[src/rtl/mem_arb_pkg.sv]
// Shared types and constants for the IF/DM memory arbiter.
package mem_arb_pkg;

  // Arbiter FSM states: idle, serving the data port, serving the fetch port.
  typedef enum logic [1:0] {
    ARB_IDLE   = 2'd0,
    ARB_BUSY_D = 2'd1,
    ARB_BUSY_I = 2'd2
  } arb_state_t;

  // Grant winner encoding.
  localparam logic ARB_DM = 1'b1;
  localparam logic ARB_IF = 1'b0;

endpackage

[src/rtl/arb_timer.sv]
// Per-transaction watchdog: cleared on grant/completion, counts busy cycles
// without a memory response, flags expiry at TIMEOUT-1 and saturates there.
module arb_timer #(
  parameter int TIMEOUT = 16
) (
  input  logic clk,
  input  logic reset,
  input  logic clr,
  input  logic en,
  output logic expire
);

  localparam int TW = (TIMEOUT > 2) ? $clog2(TIMEOUT) : 1;
  localparam logic [TW-1:0] LAST = TW'(TIMEOUT - 1);

  logic [TW-1:0] cnt;

  assign expire = (cnt == LAST);

  // Count up while enabled; hold at LAST instead of wrapping.
  always_ff @(posedge clk) begin
    if (reset)                cnt <= '0;
    else if (clr)             cnt <= '0;
    else if (en && !expire)   cnt <= cnt + 1'b1;
  end

endmodule

[src/rtl/mem_arbiter.sv]
// Fixed-priority arbiter sharing one single-port memory between fetch (IF)
// and the memory stage (DM). DM wins ties; completion hands the bus straight
// to a waiting requester; a watchdog terminates unanswered transactions.
import mem_arb_pkg::*;

module mem_arbiter #(
  parameter int AW      = 32,
  parameter int DW      = 32,
  parameter int TIMEOUT = 16
) (
  input  logic          clk,
  input  logic          reset,
  input  logic          if_req,
  input  logic [AW-1:0] if_addr,
  output logic [DW-1:0] if_rdata,
  output logic          if_done,
  input  logic          d_req,
  input  logic          d_we,
  input  logic [AW-1:0] d_addr,
  input  logic [DW-1:0] d_wdata,
  output logic [DW-1:0] d_rdata,
  output logic          d_done,
  output logic          stall_f,
  output logic          stall_m,
  output logic          mem_req,
  output logic          mem_we,
  output logic [AW-1:0] mem_addr,
  output logic [DW-1:0] mem_wdata,
  input  logic          mem_ready,
  input  logic [DW-1:0] mem_rdata,
  output logic          bus_err
);

  arb_state_t    state, state_n;
  logic          d_elig, i_elig;
  logic          busy, fin, tmo, expire;
  logic          grant, win;

  logic          mem_req_n, mem_we_n, if_done_n, d_done_n, bus_err_n;
  logic [AW-1:0] mem_addr_n;
  logic [DW-1:0] mem_wdata_n, if_rdata_n, d_rdata_n;

  // Pipeline stalls: a requester waits until its done pulse.
  assign stall_f = if_req & ~if_done;
  assign stall_m = d_req & ~d_done;

  // A requester is masked in the cycle its own done pulse is high, so the
  // completing side is never regranted immediately.
  assign d_elig = d_req & ~d_done;
  assign i_elig = if_req & ~if_done;

  // A transaction ends on a memory response, or on watchdog expiry without one.
  assign busy = (state != ARB_IDLE);
  assign tmo  = busy & ~mem_ready & expire;
  assign fin  = busy & (mem_ready | expire);

  arb_timer #(.TIMEOUT(TIMEOUT)) u_timer (
    .clk    (clk),
    .reset  (reset),
    .clr    (grant | fin),
    .en     (busy & ~mem_ready),
    .expire (expire)
  );

  // State register.
  always_ff @(posedge clk) begin
    if (reset) state <= ARB_IDLE;
    else       state <= state_n;
  end

  // Next state: grant decision (DM first when idle, the other side on completion).
  always_comb begin
    grant   = 1'b0;
    win     = ARB_IF;
    state_n = state;
    case (state)
      ARB_IDLE: begin
        if (d_elig) begin
          grant = 1'b1;
          win   = ARB_DM;
        end else if (i_elig) begin
          grant = 1'b1;
          win   = ARB_IF;
        end
      end
      ARB_BUSY_D: begin
        if (fin && i_elig) begin
          grant = 1'b1;
          win   = ARB_IF;
        end
      end
      ARB_BUSY_I: begin
        if (fin && d_elig) begin
          grant = 1'b1;
          win   = ARB_DM;
        end
      end
      default: ;
    endcase
    if (grant)    state_n = (win == ARB_DM) ? ARB_BUSY_D : ARB_BUSY_I;
    else if (fin) state_n = ARB_IDLE;
  end

  // Output next-values: bus latch on grant, done/err pulses and read data on completion.
  always_comb begin
    mem_req_n   = mem_req;
    mem_we_n    = mem_we;
    mem_addr_n  = mem_addr;
    mem_wdata_n = mem_wdata;
    if_rdata_n  = if_rdata;
    d_rdata_n   = d_rdata;
    if (grant) begin
      mem_req_n = 1'b1;
      if (win == ARB_DM) begin
        mem_we_n    = d_we;
        mem_addr_n  = d_addr;
        mem_wdata_n = d_wdata;
      end else begin
        mem_we_n    = 1'b0;
        mem_addr_n  = if_addr;
        mem_wdata_n = '0;
      end
    end else if (fin) begin
      mem_req_n = 1'b0;
    end
    d_done_n  = fin & (state == ARB_BUSY_D);
    if_done_n = fin & (state == ARB_BUSY_I);
    bus_err_n = tmo;
    // Timed-out transactions return zero; stores still register mem_rdata.
    if (d_done_n)  d_rdata_n  = mem_ready ? mem_rdata : '0;
    if (if_done_n) if_rdata_n = mem_ready ? mem_rdata : '0;
  end

  // Registered outputs.
  always_ff @(posedge clk) begin
    if (reset) begin
      mem_req   <= 1'b0;
      mem_we    <= 1'b0;
      mem_addr  <= '0;
      mem_wdata <= '0;
      if_done   <= 1'b0;
      d_done    <= 1'b0;
      bus_err   <= 1'b0;
      if_rdata  <= '0;
      d_rdata   <= '0;
    end else begin
      mem_req   <= mem_req_n;
      mem_we    <= mem_we_n;
      mem_addr  <= mem_addr_n;
      mem_wdata <= mem_wdata_n;
      if_done   <= if_done_n;
      d_done    <= d_done_n;
      bus_err   <= bus_err_n;
      if_rdata  <= if_rdata_n;
      d_rdata   <= d_rdata_n;
    end
  end

endmodule

[config.mk]
export PLATFORM = sky130hd
export DESIGN_NAME = mem_arbiter
export DESIGN_NICKNAME = d
export VERILOG_FILES = /design/src/rtl/mem_arb_pkg.sv /design/src/rtl/arb_timer.sv /design/src/rtl/mem_arbiter.sv
export SDC_FILE = /design/constraint.sdc
export NUM_CORES = 1
export LEC_CHECK = 0
export ABC_CLOCK_PERIOD_IN_PS = 3250
export BUFFER_PORTS_ARGS = -buffer_cell sky130_fd_sc_hd__buf_2
export CORE_MARGIN = 5
export CORE_UTILIZATION = 48
export DETAILED_ROUTE_END_ITERATION = 16
export PLACE_DENSITY = 0.87
export SLEW_MARGIN = 40
export SYNTH_ARGS = -nofsm -noshare
export SYNTH_HDL_FRONTEND = slang
export SYNTH_SLANG_ARGS = --single-unit
[constraint.sdc]
create_clock -name clk -period 3.25 [get_ports clk]
set_input_delay 0.1625 -clock clk [delete_from_list [all_inputs] [get_ports clk]]
set_output_delay 0.1625 -clock clk [all_outputs]
set_load 0.005 [all_outputs]
==> results by group <==
Outcome
  • Outcome: complete, no violations

Worst setup path
  • Max incr delay on CP: ~620 ps
  • Data required, critical path: 3680 ps
  • CP arrival: between 3000 and 4000 ps
  • Startpoint types: flop
  • Slowest stage cell, crit path: dlygate4sd3_1
  • WS Path Type: reg -> reg
  • CP max FO: 66
  • Crit path cell chain: ha_1 -> a31o_2 -> o21ai_4 -> buf_4 -> nor2_1 -> a311oi_1 -> dlygate4sd3_1
  • Critical Path Sink Type: flop

Global routing
  • Initial antenna violation count: 1
  • Number of global-route vias before repair: roughly 6,300
  • First-pass GRT wire length: 32,090 um
  • Aggregate global routing overflow: 0
  • Pin count of the biggest net entering global routing: 75
  • Gr usage total: 0.3098

Floorplanning
  • Die ar.: 12,710 um^2
  • Row cnt: 37
  • Die Wd: approximately 110 um
  • Die height: 112.8 um
  • Io pins: 269
  • Core Area: 10,320 um^2
  • Initial core utilization: 0.4910

Detailed routing
  • Routed vias: ~6,000
  • DR pass1 iterations: 6
  • DR WL/cell: roughly 19 um
  • Routed Antenna Nets: 0
  • First DRT Iteration DRCs: between 500 and 600
  • Final Routed Wirelength: about 20,000 um
  • Drt drc: 0
  • Routed vias/inst: 5.669

STA
  • Hold_ws: around 60 ps
  • Slew @ Worst Pin: roughly 760 ps
  • RSZ-0062 raised after global routing: no
  • Worst slew margin: 0.4919
  • TNS Setup: 0 ps
  • Final setup fails: 0
  • Clock Skews: between 10 and 15 ps
  • Max-slew violations: 0
  • Final Cycle Share: 0.8547
  • Final Hold Fails: 0
  • Final Critical Period: approximately 2800 ps
  • Fmax: about 0.36 GHz

Synthesis
  • Synth Flop Type: dfxtp_1
  • Asr flop ratio synth: 0
  • Area contributors post-synth: dfxtp_1 55%, a32oi_1 11%, nor2_1 7.4%
  • Syn Nets: around 660
  • Number of flops mapped to enable cells by yosys: 0
  • Netlist cell types: 34
  • Register area share after synthesis: 0.5490
  • Total number of yosys warnings: 0
  • Cell Area, Synth: just over 5000 um^2
  • Synth area leader: dfxtp_1
  • Number of synthesized register bits: around 140
  • Syn Inst Count: around 530
  • Share of the synthesized area in the top cell type: 0.5490
  • Mean post-synth cell area: roughly 9.6 um^2

Power
  • Sw frac: 0.2635
  • VDD IR max: ~0.00045 V
  • Power per Cell Area: between 500 and 600 nW/um^2
  • Pwr Total: between 4 and 5 mW
  • LEAKAGE: 3.915 nW
  • Internal: about 3.3 mW
  • Psw: ~1.2 mW
  • Gate power share: 0.159
  • Clk network pwr share: 0.423
  • Flop pwr share: 0.419

Cells and area
  • Share of cells above drive strength 1: 0.3501
  • Area occupied by registers: ~2800 um^2
  • Multi-input logic area: between 2000 and 2500 um^2
  • Fin nets: 1,036
  • # fillers: between 500 and 600
  • Area grow syn2layout: 63.86%

Clock network
  • Clk sinks: 139
  • Clock slew at reported path FFs: roughly 60 ps
  • CTS tree: yes
  • # H-tree levels: 4
  • # Post-CTS Setup Buffers: 0
  • CTS Buffer Depth: 2
  • Clock root buffer: clkbuf_8
  • Clk_lat worst skew: ~500 ps
  • Cts bufs inserted: 17

Worst hold path
  • Hold Path Class: in -> reg

Placed design
  • GP Congestion: between 0.8 and 0.9
  • IO Port Bufs: between 200 and 300
  • DP Wirelength: 11,340 um

Flow run
  • # Max-Cap Violations: 0
## kinds of logic after synthesis
group,Yosys count,share of synthesized area
and+or+nand+nor,186,0.1489
AOI/OAI and AO/OA,146,0.2483
DFF,139,0.5490
buffers and inverters,55,0.05134
adders and majority gates,1,0.002468
## layer usage
metal,vias up,global-route usage,part of all wire
li1,2704,-,-
met1,2787,0.3267,0.35
met2,380,0.5632,0.52
met3,87,0.07754,0.082
met4,0,0.1667,0.049
met5,-,0,0
## area by class of cell
class / count / share of cell area
Sequential cell: 139 / 0.3350
Timing Repair Buffer: 407 / 0.3263
Multi-Input combinational cell: 333 / 0.2459
Clock buffer: 18 / 0.05152
Tap cell: 136 / 0.02049
Clock inverter: 14 / 0.01913
Inverter: 3 / 0.001356
Antenna cell: 1 / 0.0003013
## cell usage in the layout, fill, tap and decap left out, types with 2 or more instances in the layout
master / synthesis / layout
inv_1: 3 / 3
nand2_1: 72 / 72
and3_1: 2 / 2
buf_2: 13 / 267
clkinvlp_4: 0 / 2
dlygate4sd3_1: 0 / 129
dfxtp_1: 139 / 139
clkinv_4: 0 / 5
a32oi_1: 64 / 64
a21boi_0: 2 / 2
nor2b_1: 4 / 2
a22o_1: 33 / 33
a31oi_1: 3 / 3
clkbuf_8: 0 / 2
clkbuf_16: 0 / 16
nor2b_2: 0 / 2
bufinv_16: 0 / 2
buf_4: 2 / 11
o21ai_0: 3 / 3
nor2_1: 100 / 99
a311oi_1: 32 / 32
inv_6: 0 / 4
## worst paths after layout
check | to | cells past startpoint | startpoint | slack [ps]
max | mem_addr[23] | 7 | u_timer.cnt[0] | 470
min | state[1] | 2 | reset | 60
max reg2reg | mem_addr[23] | 7 | u_timer.cnt[0] | 470
min reg2reg | mem_wdata[30] | 1 | mem_wdata[30] | 480
## cells in the mapped netlist, types with 2 or more instances
cell type,number
a311oi_1,32
buf_4,2
inv_1,3
o21ai_2,2
o21ai_0,3
buf_2,13
a31oi_1,3
buf_6,4
a21boi_0,2
a22o_1,33
nor2_1,100
clkbuf_1,30
and3_1,2
nand2_1,72
buf_1,3
dfxtp_1,139
a32oi_1,64
nor2b_1,4
## stage by stage
stage               setup WS [ps]  utilization  area (um^2)  std cells
floorplan                    1575            -         5069        527
CTS                         621.7       0.8043         8303       1050
global placement            943.1       0.6222         6424        889
global route                334.3       0.8045         8305       1051
detailed placement          996.7       0.6223         6425        889
finish                      472.3       0.8045         8305       1051
## worst max-delay path, delay by kind of cell, from the launching register on
family | cells | cell delay [ps]
buffers and inverters | 2 | 1160
AOI/OAI and AO/OA | 3 | 850
DFF | 1 | 340
adders and majority gates | 1 | 250
and+or+nand+nor | 1 | 90
## repair_timing
| item | CTS | global route |
|---|---|---|
| gates resized for setup | 0 | 0 |
| hold buffers | 129 | 0 |
| endpoints found under the hold margin | 124 | 0 |
| setup endpoints to repair | 0 | 0 |
## sequential cells by signal (all words and copies together) (netlist names)
| signal | cells |
|---|---|
| d_rdata | 32 |
| if_rdata | 32 |
| mem_addr | 32 |
| mem_wdata | 32 |
| u_timer.cnt | 4 |
| state | 2 |
| bus_err | 1 |
| d_done | 1 |
| if_done | 1 |
| mem_req | 1 |
| mem_we | 1 |
## power by group through the flow
| stage | combinational (mW) | clock, mW | sequential (mW) |
|---|---|---|---|
| global placement | 0.503 | 0 | 1.90 |
| CTS | 0.677 | 1.90 | 1.87 |
| floorplan | 0.273 | 0 | 1.91 |
| global route | 0.763 | 1.99 | 1.88 |
| finish | 0.709 | 1.89 | 1.87 |
| detailed placement | 0.526 | 0 | 1.90 |
Note: power is estimated with default switching activity, not from simulation.
